### src/rtl/uart_rx_if.sv
// rtl/uart_rx_if.sv - received-word output bundle of the UART receive engine
`timescale 1ns/1ps

interface uart_rx_if #(
  parameter int DATA_BITS = 8
);
  logic [DATA_BITS-1:0] dout;
  logic                 rx_done;
  logic                 frame_err;
  logic                 busy;

  // receive engine drives the word, the FIFO side consumes it
  modport master (output dout, rx_done, frame_err, busy);
  modport slave  (input  dout, rx_done, frame_err, busy);
endinterface

### src/rtl/uart_rx.sv
// rtl/uart_rx.sv - 16x-oversampled UART receive engine with framing-error flag
`timescale 1ns/1ps

module uart_rx #(
  parameter int DATA_BITS  = 8,
  parameter int OVERSAMPLE = 16
) (
  input  logic      clk,
  input  logic      rst_n,
  input  logic      bclk,
  input  logic      rx,
  uart_rx_if.master rx_o
);

  localparam int S_W = $clog2(OVERSAMPLE);
  localparam int N_W = ($clog2(DATA_BITS) < 1) ? 1 : $clog2(DATA_BITS);

  localparam logic [S_W-1:0] S_HALF = S_W'(OVERSAMPLE / 2 - 1);
  localparam logic [S_W-1:0] S_LAST = S_W'(OVERSAMPLE - 1);
  localparam logic [S_W-1:0] S_ONE  = S_W'(1);
  localparam logic [N_W-1:0] N_LAST = N_W'(DATA_BITS - 1);
  localparam logic [N_W-1:0] N_ONE  = N_W'(1);

  typedef enum logic [1:0] {IDLE, START, DATA, STOP} state_e;

  state_e               state_q, state_d;
  logic [S_W-1:0]       s_cnt_q, s_cnt_d;
  logic [N_W-1:0]       n_cnt_q, n_cnt_d;
  logic [DATA_BITS-1:0] shreg_q, shreg_d;
  logic [DATA_BITS-1:0] dout_q, dout_d;
  logic                 rx_done_q, rx_done_d;
  logic                 frame_err_q, frame_err_d;
  logic                 busy_q, busy_d;
  logic [1:0]           sync_q, sync_d;
  logic                 rx_s;

  assign rx_s = sync_q[1];

  // next-state: sequencing advances only on oversample ticks; rx_done drops every cycle
  always_comb begin
    state_d     = state_q;
    s_cnt_d     = s_cnt_q;
    n_cnt_d     = n_cnt_q;
    shreg_d     = shreg_q;
    dout_d      = dout_q;
    frame_err_d = frame_err_q;
    rx_done_d   = 1'b0;
    sync_d      = {sync_q[0], rx};

    if (bclk) begin
      case (state_q)
        IDLE: begin
          if (!rx_s) begin
            state_d = START;
            s_cnt_d = '0;
          end
        end
        START: begin
          if (s_cnt_q == S_HALF) begin
            // a line back high at mid start bit is treated as noise
            if (!rx_s) begin
              state_d = DATA;
              s_cnt_d = '0;
              n_cnt_d = '0;
            end else begin
              state_d = IDLE;
            end
          end else begin
            s_cnt_d = s_cnt_q + S_ONE;
          end
        end
        DATA: begin
          if (s_cnt_q == S_LAST) begin
            shreg_d = {rx_s, shreg_q[DATA_BITS-1:1]};
            s_cnt_d = '0;
            if (n_cnt_q == N_LAST) begin
              state_d = STOP;
            end else begin
              n_cnt_d = n_cnt_q + N_ONE;
            end
          end else begin
            s_cnt_d = s_cnt_q + S_ONE;
          end
        end
        STOP: begin
          if (s_cnt_q == S_LAST) begin
            state_d     = IDLE;
            dout_d      = shreg_q;
            frame_err_d = ~rx_s;
            rx_done_d   = 1'b1;
          end else begin
            s_cnt_d = s_cnt_q + S_ONE;
          end
        end
        default: state_d = IDLE;
      endcase
    end

    busy_d = (state_d != IDLE);
  end

  // state, counters, synchronizer and registered outputs
  always_ff @(posedge clk) begin
    if (!rst_n) begin
      state_q     <= IDLE;
      s_cnt_q     <= '0;
      n_cnt_q     <= '0;
      shreg_q     <= '0;
      dout_q      <= '0;
      rx_done_q   <= 1'b0;
      frame_err_q <= 1'b0;
      busy_q      <= 1'b0;
      sync_q      <= 2'b11;
    end else begin
      state_q     <= state_d;
      s_cnt_q     <= s_cnt_d;
      n_cnt_q     <= n_cnt_d;
      shreg_q     <= shreg_d;
      dout_q      <= dout_d;
      rx_done_q   <= rx_done_d;
      frame_err_q <= frame_err_d;
      busy_q      <= busy_d;
      sync_q      <= sync_d;
    end
  end

  assign rx_o.dout      = dout_q;
  assign rx_o.rx_done   = rx_done_q;
  assign rx_o.frame_err = frame_err_q;
  assign rx_o.busy      = busy_q;

endmodule

### src/flat_wrapper.sv
// flat-port wrapper written by rule: the top's interface ports become plain ports
module uart_rx_flat 
#(
  parameter int DATA_BITS  = 8,
  parameter int OVERSAMPLE = 16
)
  (clk, rst_n, bclk, rx, rx_o_dout, rx_o_rx_done, rx_o_frame_err, rx_o_busy);
  uart_rx_if #(.DATA_BITS(DATA_BITS)) rx_o_i ();
  input  logic clk;
  input  logic rst_n;
  input  logic bclk;
  input  logic rx;
  output wire logic [$bits(rx_o_i.dout)-1:0] rx_o_dout;
  output wire logic [$bits(rx_o_i.rx_done)-1:0] rx_o_rx_done;
  output wire logic [$bits(rx_o_i.frame_err)-1:0] rx_o_frame_err;
  output wire logic [$bits(rx_o_i.busy)-1:0] rx_o_busy;
  assign rx_o_dout = rx_o_i.dout;
  assign rx_o_rx_done = rx_o_i.rx_done;
  assign rx_o_frame_err = rx_o_i.frame_err;
  assign rx_o_busy = rx_o_i.busy;
  uart_rx #(.DATA_BITS(DATA_BITS), .OVERSAMPLE(OVERSAMPLE)) u_core (.clk(clk), .rst_n(rst_n), .bclk(bclk), .rx(rx), .rx_o(rx_o_i));
endmodule
### config.mk
export PLATFORM = sky130hd
export DESIGN_NAME = uart_rx_flat
export DESIGN_NICKNAME = d
export VERILOG_FILES = /design/src/rtl/uart_rx_if.sv /design/src/rtl/uart_rx.sv /design/src/flat_wrapper.sv
export SDC_FILE = /design/constraint.sdc
export NUM_CORES = 1
export LEC_CHECK = 0
export CAP_MARGIN = 30
export CORE_MARGIN = 4
export CORE_UTILIZATION = 52
export CTS_BUF_LIST = sky130_fd_sc_hd__clkbuf_2 sky130_fd_sc_hd__clkbuf_4 sky130_fd_sc_hd__clkbuf_8
export CTS_CLUSTER_DIAMETER = 80
export DETAILED_ROUTE_END_ITERATION = 10
export GPL_ROUTABILITY_DRIVEN = 0
export HOLD_SLACK_MARGIN = 0.06
export MAX_ROUTING_LAYER = met4
export PLACE_DENSITY = 0.77
export REMOVE_ABC_BUFFERS = 1
export SLEW_MARGIN = 0
export SYNTH_ARGS = -nofsm -noshare
export SYNTH_HDL_FRONTEND = slang
export SYNTH_SLANG_ARGS = --single-unit
### constraint.sdc
create_clock -name clk -period 1.45 [get_ports clk]
set_input_delay 0.145 -clock clk [delete_from_list [all_inputs] [get_ports clk]]
set_output_delay 0.145 -clock clk [all_outputs]
set_load 0.05 [all_outputs]
Word-level counts from Yosys, hierarchy flattened

Index checks and enable logic that the tools add are counted.

Add/subtract/negate cells: 2
Equal/unequal tests: 11
Muxes and demuxes: 19
Bitwise gates (word level): 1
Reduce and logical (&&, ||, !) cells: 8

Operator list:

| kind                                           | count |
|---|---|
| two-way mux 4 bit                              | 4 |
| case mux 4 bit (4 select lines)                | 1 |
| two-way mux 2 bit                              | 7 |
| two-way mux 3 bit                              | 4 |
| AND reduction 3 bit                            | 3 |
| case mux 2 bit (4 select lines)                | 1 |
| != test 2 bit (second input constant)          | 3 |
| case mux 3 bit (2 select lines)                | 1 |
| AND reduction 6 bit                            | 1 |
| adder 4 x 1 -> 4 bit (second input constant)   | 1 |
| == test 2 bit (second input constant)          | 2 |
| == test 4 x 3 -> 1 bit (second input constant) | 1 |
| == test 4 bit (second input constant)          | 1 |
| != test 2 x 1 -> 1 bit (second input constant) | 2 |
| nonzero test 2 bit                             | 2 |
| adder 3 x 1 -> 3 bit (second input constant)   | 1 |
| == test 3 bit (second input constant)          | 1 |
| == test 2 x 1 -> 1 bit (second input constant) | 1 |
| zero test 2 bit                                | 1 |
| AND reduction 2 bit                            | 1 |
| two-way mux 1 bit                              | 1 |
| inverter 1 bit                                 | 1 |

Flip-flop bits (word level): 30
Input bits: 4
Output and inout bits: 11
Word-level logic and storage cells: 50

Depth between registers and ports, before layout

Gate-level depths: netlist (run 1).

Word-level depth: 6
Depth in mapped cells: 8
Gate-level depth less buffers: 6

Worst setup path after synthesis (run 1)

OpenSTA, ideal clock, no wires.

Path kind: reg2reg
From: reg u_core.state_q[0]
To: reg u_core.busy_q (netlist: u_core.rx_o.busy)
Arrival: 1.479 ns
Data required time: 1.319 ns
Setup slack: -0.160 ns
Cell stages (with the launch flop): 8
Period minus slack after synthesis: 1.610 ns
Cells stage by stage: dfxtp_1 inv_1 ha_1 buf_4 and4_1 buf_2 a311oi_2 o22ai_1

Cells in the longest elaborated chain, start to end: 5
Elaborated cells between the ends (all ways): 12
Classes of those cells: eq/ne: 3; mux: 7; reduce/logical: 2

RTL lines:

| what                            | RTL line       | text |
|---|---|---|
| start: declaration              | uart_rx.sv:26  | `state_e state_q, state_d;` |
| start signal: assignment        | uart_rx.sv:115 | `state_q <= state_d;` |
| two-way mux 2 bit               | uart_rx.sv:76  | `if (n_cnt_q == N_LAST) begin` |
| two-way mux 2 bit               | uart_rx.sv:73  | `if (s_cnt_q == S_LAST) begin` |
| case mux 2 bit (4 select lines) | uart_rx.sv:51  | `case (state_q)` |
| two-way mux 2 bit (*)           | uart_rx.sv:50  | `if (bclk) begin` |
| nonzero test 2 bit (*)          | uart_rx.sv:99  | `busy_d = (state_d != IDLE);` |
| end signal: assignment          | uart_rx.sv:122 | `busy_q <= busy_d;` |
| end: declaration                | uart_rx.sv:33  | `logic busy_q, busy_d;` |

Every way passes the cells marked *; elsewhere a longest branch is shown, timed or not.
A chain may end at the register's enable or synchronous reset.

Final worst setup path (run 1)

From: reg u_core.n_cnt_q[1]
To: reg u_core.n_cnt_q[0]

Cells in the longest elaborated chain, start to end: 3

RTL lines:

| what                                 | RTL line       | text |
|---|---|---|
| start: declaration                   | uart_rx.sv:28  | `logic [N_W-1:0] n_cnt_q, n_cnt_d;` |
| start signal: assignment             | uart_rx.sv:117 | `n_cnt_q <= n_cnt_d;` |
| == test 3 bit                        | uart_rx.sv:76  |  |
| != test 2 bit (no source line)       | --             |  |
| AND reduction 6 bit (no source line) | --             |  |

No other way between the ends.

==> impl_metrics.tcl, run 1 <==
set metrics [dict create \
    hp-class "in2reg" \
    max_freq_mhz 636 \
    hpwl_um 2100 \
    initial_core_util_pct 56.4 \
    die_w_um 60.6 \
    fill_cells 180 \
    timing.final.crit_period_ns 1.57 \
    layout_commonest_cell "buf_4" \
    crit_fanout 3 \
    hp-start "rx" \
    peakVddDrop_mv 0.779 \
    cts.htree.levels 2 \
    ys.flop_type "dfxtp_1" \
    overflow 0 \
    synth_top_cell_area_share_pct 41.8 \
    synthTopCellsByArea "dfxtp_1, mux2i_1, ha_1" \
    regToRegSetupSlack_ns -0.12 \
    worst_slack_ns -0.122 \
    io_pins 15 \
    worst_r2r_path_depth 6 \
    synth_edf_count 0 \
    r2r-start "u_core.n_cnt_q[1]" \
    core_um2 2540 \
    clk_latency_ns 0.31 \
    wl_um 3100 \
    stdcell_count 219 \
    grt_max_degree 17 \
    synth_area_um2 1440 \
    portBuffers 14 \
    synth-async-reset-ratio_pct 0 \
    synth_seq_cells 30 \
    setup_viol_count_final 5 \
    die_area_um2 3670 \
    drc_errors 0 \
    wl_per_cell_um 14.2 \
    cts-hold-fix-buffers 0 \
    startpoint_type "register" \
    synth_area_per_cell_um2 9.21 \
    drt_iter0_drc 45 \
    num_rows 18 \
    syn_to_final_growth_pct 32.3 \
    yosysTopAreaCell "dfxtp_1" \
    placed_cell_area_um2 1670 \
    required_ns 1.68 \
    drtAntennaViolNets 0 \
    clock_sinks 30 \
    yosysWarnings 0 \
    rsz0062_at_grt "yes" \
    layout-drive-gt1-share_pct 38.1 \
    antenna_cells 0 \
    powerDensity_nw_per_um2 756 \
    finalCritPeriodShare_pct 108 \
    p_leak_nw 0.793 \
    grt.total_usage_pct 19.2 \
    skew_ns 0.00652 \
    cts_buffers 5 \
    vias_per_cell 5.60 \
    worstMarginPinSlew_ns 0.342 \
    clock_path_buffers 2 \
    max_cap_violations 0 \
    cts-root-buf "clkbuf_4" \
    whs_ns 0.404 \
    relSlewSlack_pct 77.0 \
    routed-via-count 1226 \
    drv_slew 0 \
    whs_path_depth 2 \
    cts_tree "done" \
    cp-end-kind "register" \
    crit_type "reg2reg" \
    seq_area_frac_synth_pct 41.8 \
    grt_pass1_wl_um 5080 \
    arrival_ns 1.81 \
    status "complete, but fails checks" \
    first_global_vias 1176 \
    drt-pass1-iter-count 4 \
    p_total_w 0.00144 \
    timing.rr.end "u_core.n_cnt_q[0]" \
    stdcell_area_um2 1900 \
    synthDistinctLibCells 38 \
    layout_common_cells "buf_4, dfxtp_1, nor2_1" \
    crit_end "u_core.n_cnt_q[0]" \
    post-place-cells 210 \
    die_y_um 60.6 \
    synthCells 156 \
    cts.clk_slew.worst_paths_ns 0.09 \
    hold_viol 0 \
    antenna_found_initial 0 \
    nets 199 \
    cp-startpoint "u_core.n_cnt_q[1]" \
    violations "negative setup slack" \
]
-- per-layer routing --
layer | routed length [um] | track usage (%) | share of wire [%] | vias up
met4 | 63 | 7.43 | 2.0 | 0
met5 | 0 | - | 0 | -
met2 | 1530 | 29.6 | 49 | 25
met3 | 124 | 5.96 | 4.0 | 8
met1 | 1380 | 23.4 | 45 | 581
li1 | - | - | - | 612
-- per-stage QoR --
step | TNS, ns | setup slack [ns] | util, %
floorplan | -3.12 | -0.217 | -
global placement | -1.70 | -0.132 | 65.4
detailed placement | -2.82 | -0.205 | 65.4
CTS | -0.534 | -0.0945 | 71.6
global route | -1.38 | -0.173 | 74.7
finish | -0.337 | -0.122 | 74.7
-- cells in the mapped netlist (all sizes together), types with 3 or more instances --
cell type	instances
mux2i	13
dfxtp	30
nand2b	3
nor2	18
buf	9
ha	7
inv	4
o21ai	3
nand3	12
a21oi	10
nand2	18
-- power by group --
| group | internal [W] | leakage [nW] | total, W | switching (W) |
|---|---|---|---|---|
| combinational | 0.0000402 | 0.509 | 0.0000875 | 0.0000473 |
| clock | 0.000254 | 0.0387 | 0.000518 | 0.000264 |
| sequential | 0.000825 | 0.246 | 0.000831 | 0.00000579 |
-- kinds of logic after synthesis --
kind of cell	count (synthesis)	synth area share [%]
AND/OR/NAND/NOR	64	22.6
flip-flops	30	41.8
AO/OA/AOI/OAI	26	13.1
buffers and inverters	15	6.53
multiplexers	14	9.84
adder cells (fa/ha/maj)	7	6.10
-- worst min-delay path by stage --
stage	endpoint
floorplan	u_core.sync_q[0]
global placement	u_core.sync_q[1]
detailed placement	u_core.sync_q[1]
CTS	u_core.sync_q[0]
global route	u_core.sync_q[0]
finish	u_core.sync_q[0]
-- final cells by class --
cell class / instances / area, um^2 / share of cell area [%]
inverter: 4 / 20.0 / 1.05
clock buffer: 7 / 58.8 / 3.09
timing repair buffer: 36 / 278 / 14.6
tap: 30 / 37.5 / 1.97
multi-input combinational: 111 / 888 / 46.7
clock inverter: 1 / 5.00 / 0.263
sequential: 30 / 613 / 32.3
-- critical path, cell delays in order (launching register included) --
cell     delay, ns
dfxtp_2       0.35
ha_4          0.16
ha_4          0.15
or2b_1        0.21
o21ai_1       0.14
and4_4        0.28
mux2i_2       0.21
-- timing repair --
action / in CTS / in global routing
buffers inserted: 1 / 0
pin swaps: 6 / 11
gates resized for setup: 25 / 17
endpoints found under the setup margin: 27 / 27
-- sequential cells by signal, indices dropped and copies added (netlist names) --
| register | cells |
|---|---|
| u_core.n_cnt_q | 3 |
| u_core.rx_o.busy | 1 |
| u_core.rx_o.dout | 8 |
| u_core.rx_o.frame_err | 1 |
| u_core.rx_o.rx_done | 1 |
| u_core.s_cnt_q | 4 |
| u_core.shreg_q | 8 |
| u_core.state_q | 2 |
| u_core.sync_q | 2 |
(Power assumes the default switching activity.)
==> run 2, diff against run 1 <==
--- a/config.mk
+++ b/config.mk
@@ -16,7 +16,7 @@
 export MAX_ROUTING_LAYER = met4
 export PLACE_DENSITY = 0.77
 export REMOVE_ABC_BUFFERS = 1
-export SLEW_MARGIN = 0
+export SLEW_MARGIN = 10
 export SYNTH_ARGS = -nofsm -noshare
 export SYNTH_HDL_FRONTEND = slang
 export SYNTH_SLANG_ARGS = --single-unit
==> results of run 2 <==
Same layout as run 1: the final DEF is identical, and so are final timing and power.
==> run 3, diff against run 2 <==
--- a/config.mk
+++ b/config.mk
@@ -6,7 +6,7 @@
 export NUM_CORES = 1
 export LEC_CHECK = 0
 export CAP_MARGIN = 30
-export CORE_MARGIN = 4
+export CORE_MARGIN = 3
 export CORE_UTILIZATION = 52
 export CTS_BUF_LIST = sky130_fd_sc_hd__clkbuf_2 sky130_fd_sc_hd__clkbuf_4 sky130_fd_sc_hd__clkbuf_8
 export CTS_CLUSTER_DIAMETER = 80
==> impl_metrics.tcl, run 3 (same netlist as run 1, synthesis figures left out) <==
set metrics [dict create \
    status "complete, but fails checks" \
    violations "negative setup slack" \
    power.switching_w 0.000339 \
    powerDensity_nw_per_um2 813 \
    arrival_ns 1.78 \
    intPower_w 0.00126 \
    cts-hold-fix-buffers 0 \
    layout_commonest_cell "buf_4" \
    power_frac_comb_pct 5.1 \
    io_pins 15 \
    hpwl_um 2290 \
    timing.final.crit_period_ns 1.52 \
    drtAntennaViolNets 0 \
    multi_input_area_um2 883 \
    crit_fanout 3 \
    cts_tree "done" \
    worst_slack_ns -0.0686 \
    drt_iter0_drc 63 \
    layout_common_cells "buf_4, dfxtp_1, nor2_1" \
    initial_core_util_pct 56.4 \
    max_cap_violations 0 \
    dp_slack_ns -0.204 \
    hold_viol 0 \
    cts_buffers 5 \
    startpoint_type "register" \
    rsz0062_at_grt "yes" \
    clock_sinks 30 \
    drt-pass1-iter-count 4 \
    portBuffers 14 \
    setup_viol_count_final 3 \
    regArea_um2 613 \
    core_um2 2540 \
    seq_power_share_pct 51.9 \
    cts.clk_slew.worst_paths_ns 0.09 \
    grt.total_usage_pct 20.4 \
    antenna_found_initial 0 \
    stdcell_area_um2 1970 \
    routed-via-count 1272 \
    syn_to_final_growth_pct 36.9 \
    drc_errors 0 \
    required_ns 1.71 \
    post-place-cells 212 \
    cts.htree.levels 2 \
    grt_pass1_wl_um 5090 \
    die_w_um 58.6 \
    stdcell_count 223 \
    overflow 0 \
    clock_power_share_pct 43.0 \
    max_freq_mhz 659 \
    p_leak_nw 0.824 \
    worstMarginPinSlew_ns 0.333 \
    antenna_cells 0 \
    relSlewSlack_pct 77.6 \
    cts-root-buf "clkbuf_4" \
    finalCritPeriodShare_pct 105 \
    layout-drive-gt1-share_pct 39.4 \
    crit_type "reg2reg" \
    placed_cell_area_um2 1690 \
    cp-end-kind "register" \
    skew_ns 0.00604 \
    hp-class "in2reg" \
    nets 204 \
    clock_path_buffers 2 \
    fill_cells 168 \
    num_rows 18 \
    first_global_vias 1170 \
    die_area_um2 3430 \
    wl_per_cell_um 14.9 \
    grt_max_degree 15 \
    peakVddDrop_mv 0.867 \
    netSwitchingFraction_pct 21.2 \
    clk_latency_ns 0.34 \
    die_y_um 58.6 \
    drv_slew 0 \
    vias_per_cell 5.70 \
    wl_um 3330 \
]
run 3: cell types whose count changed in the layout (fill, tap and decap cells not counted), sizes merged:
cell	change
buf	+5
bufinv	+1
clkbuf	-1
clkinv	-1
run 3: repair_timing:
action | 4_1_cts | 5_1_grt
resized for setup | 22 | 21
buffers inserted | 1 | 3
endpoints found under the setup margin | 24 | 22
pin swaps | 5 | 7
run 3: routing by layer:
layer	routed length, um	GRT usage (%)	up-vias
li1	-	-	628
met1	1440	23.6	610
met2	1680	30.9	30
met3	163	7.24	4
met4	48	10.6	0
met5	0	-	-
run 3: power by group through the flow:
stage / Sequential (W) / Combinational (W) / Clock [W]
after floorplan: 0.000854 / 0.0000283 / 0
after global placement: 0.000850 / 0.0000680 / 0
after detailed placement: 0.000851 / 0.0000703 / 0
after CTS: 0.000832 / 0.0000734 / 0.000698
after global routing: 0.000832 / 0.0000873 / 0.000731
final: 0.000831 / 0.0000815 / 0.000688
run 3: worst paths after layout:
| kind | startpoint | slack (ns) | end | cells after the start |
|---|---|---|---|---|
| min | rx | 0.38 | u_core.sync_q[0] | 2 |
| min reg2reg | u_core.sync_q[0] | 0.42 | u_core.sync_q[1] | 1 |
| max reg2reg | u_core.n_cnt_q[1] | -0.07 | u_core.n_cnt_q[2] | 6 |
| max | u_core.n_cnt_q[1] | -0.07 | u_core.n_cnt_q[2] | 6 |
run 3: cell type report:
cell class                      instances  share of cell area (%)
Sequential cell                        30                    31.2
Clock inverter                          1                    1.53
Timing Repair Buffer                   41                    16.9
Tap cell                               30                    1.91
Inverter                                4                    1.02
Clock buffer                            6                    2.61
Multi-Input combinational cell        111                    44.9
run 3: through the flow:
step	TNS (ns)	hold WS, ns	utilization, %	total power, W
2_1_floorplan	-3.12	0.218	-	0.000882
3_3_place_gp	-1.16	0.393	66.5	0.000918
3_5_place_dp	-1.90	0.408	66.5	0.000921
4_1_cts	-0.473	0.372	72.9	0.00160
5_1_grt	-0.748	0.385	77.3	0.00165
6_report	-0.157	0.375	77.3	0.00160
run 3: worst max-delay path, stage by stage (launching register included):
cell	delay (ns)
dfxtp_2	0.35
ha_4	0.16
ha_4	0.15
or2b_1	0.21
o21ai_1	0.11
and4_4	0.25
mux2i_1	0.22
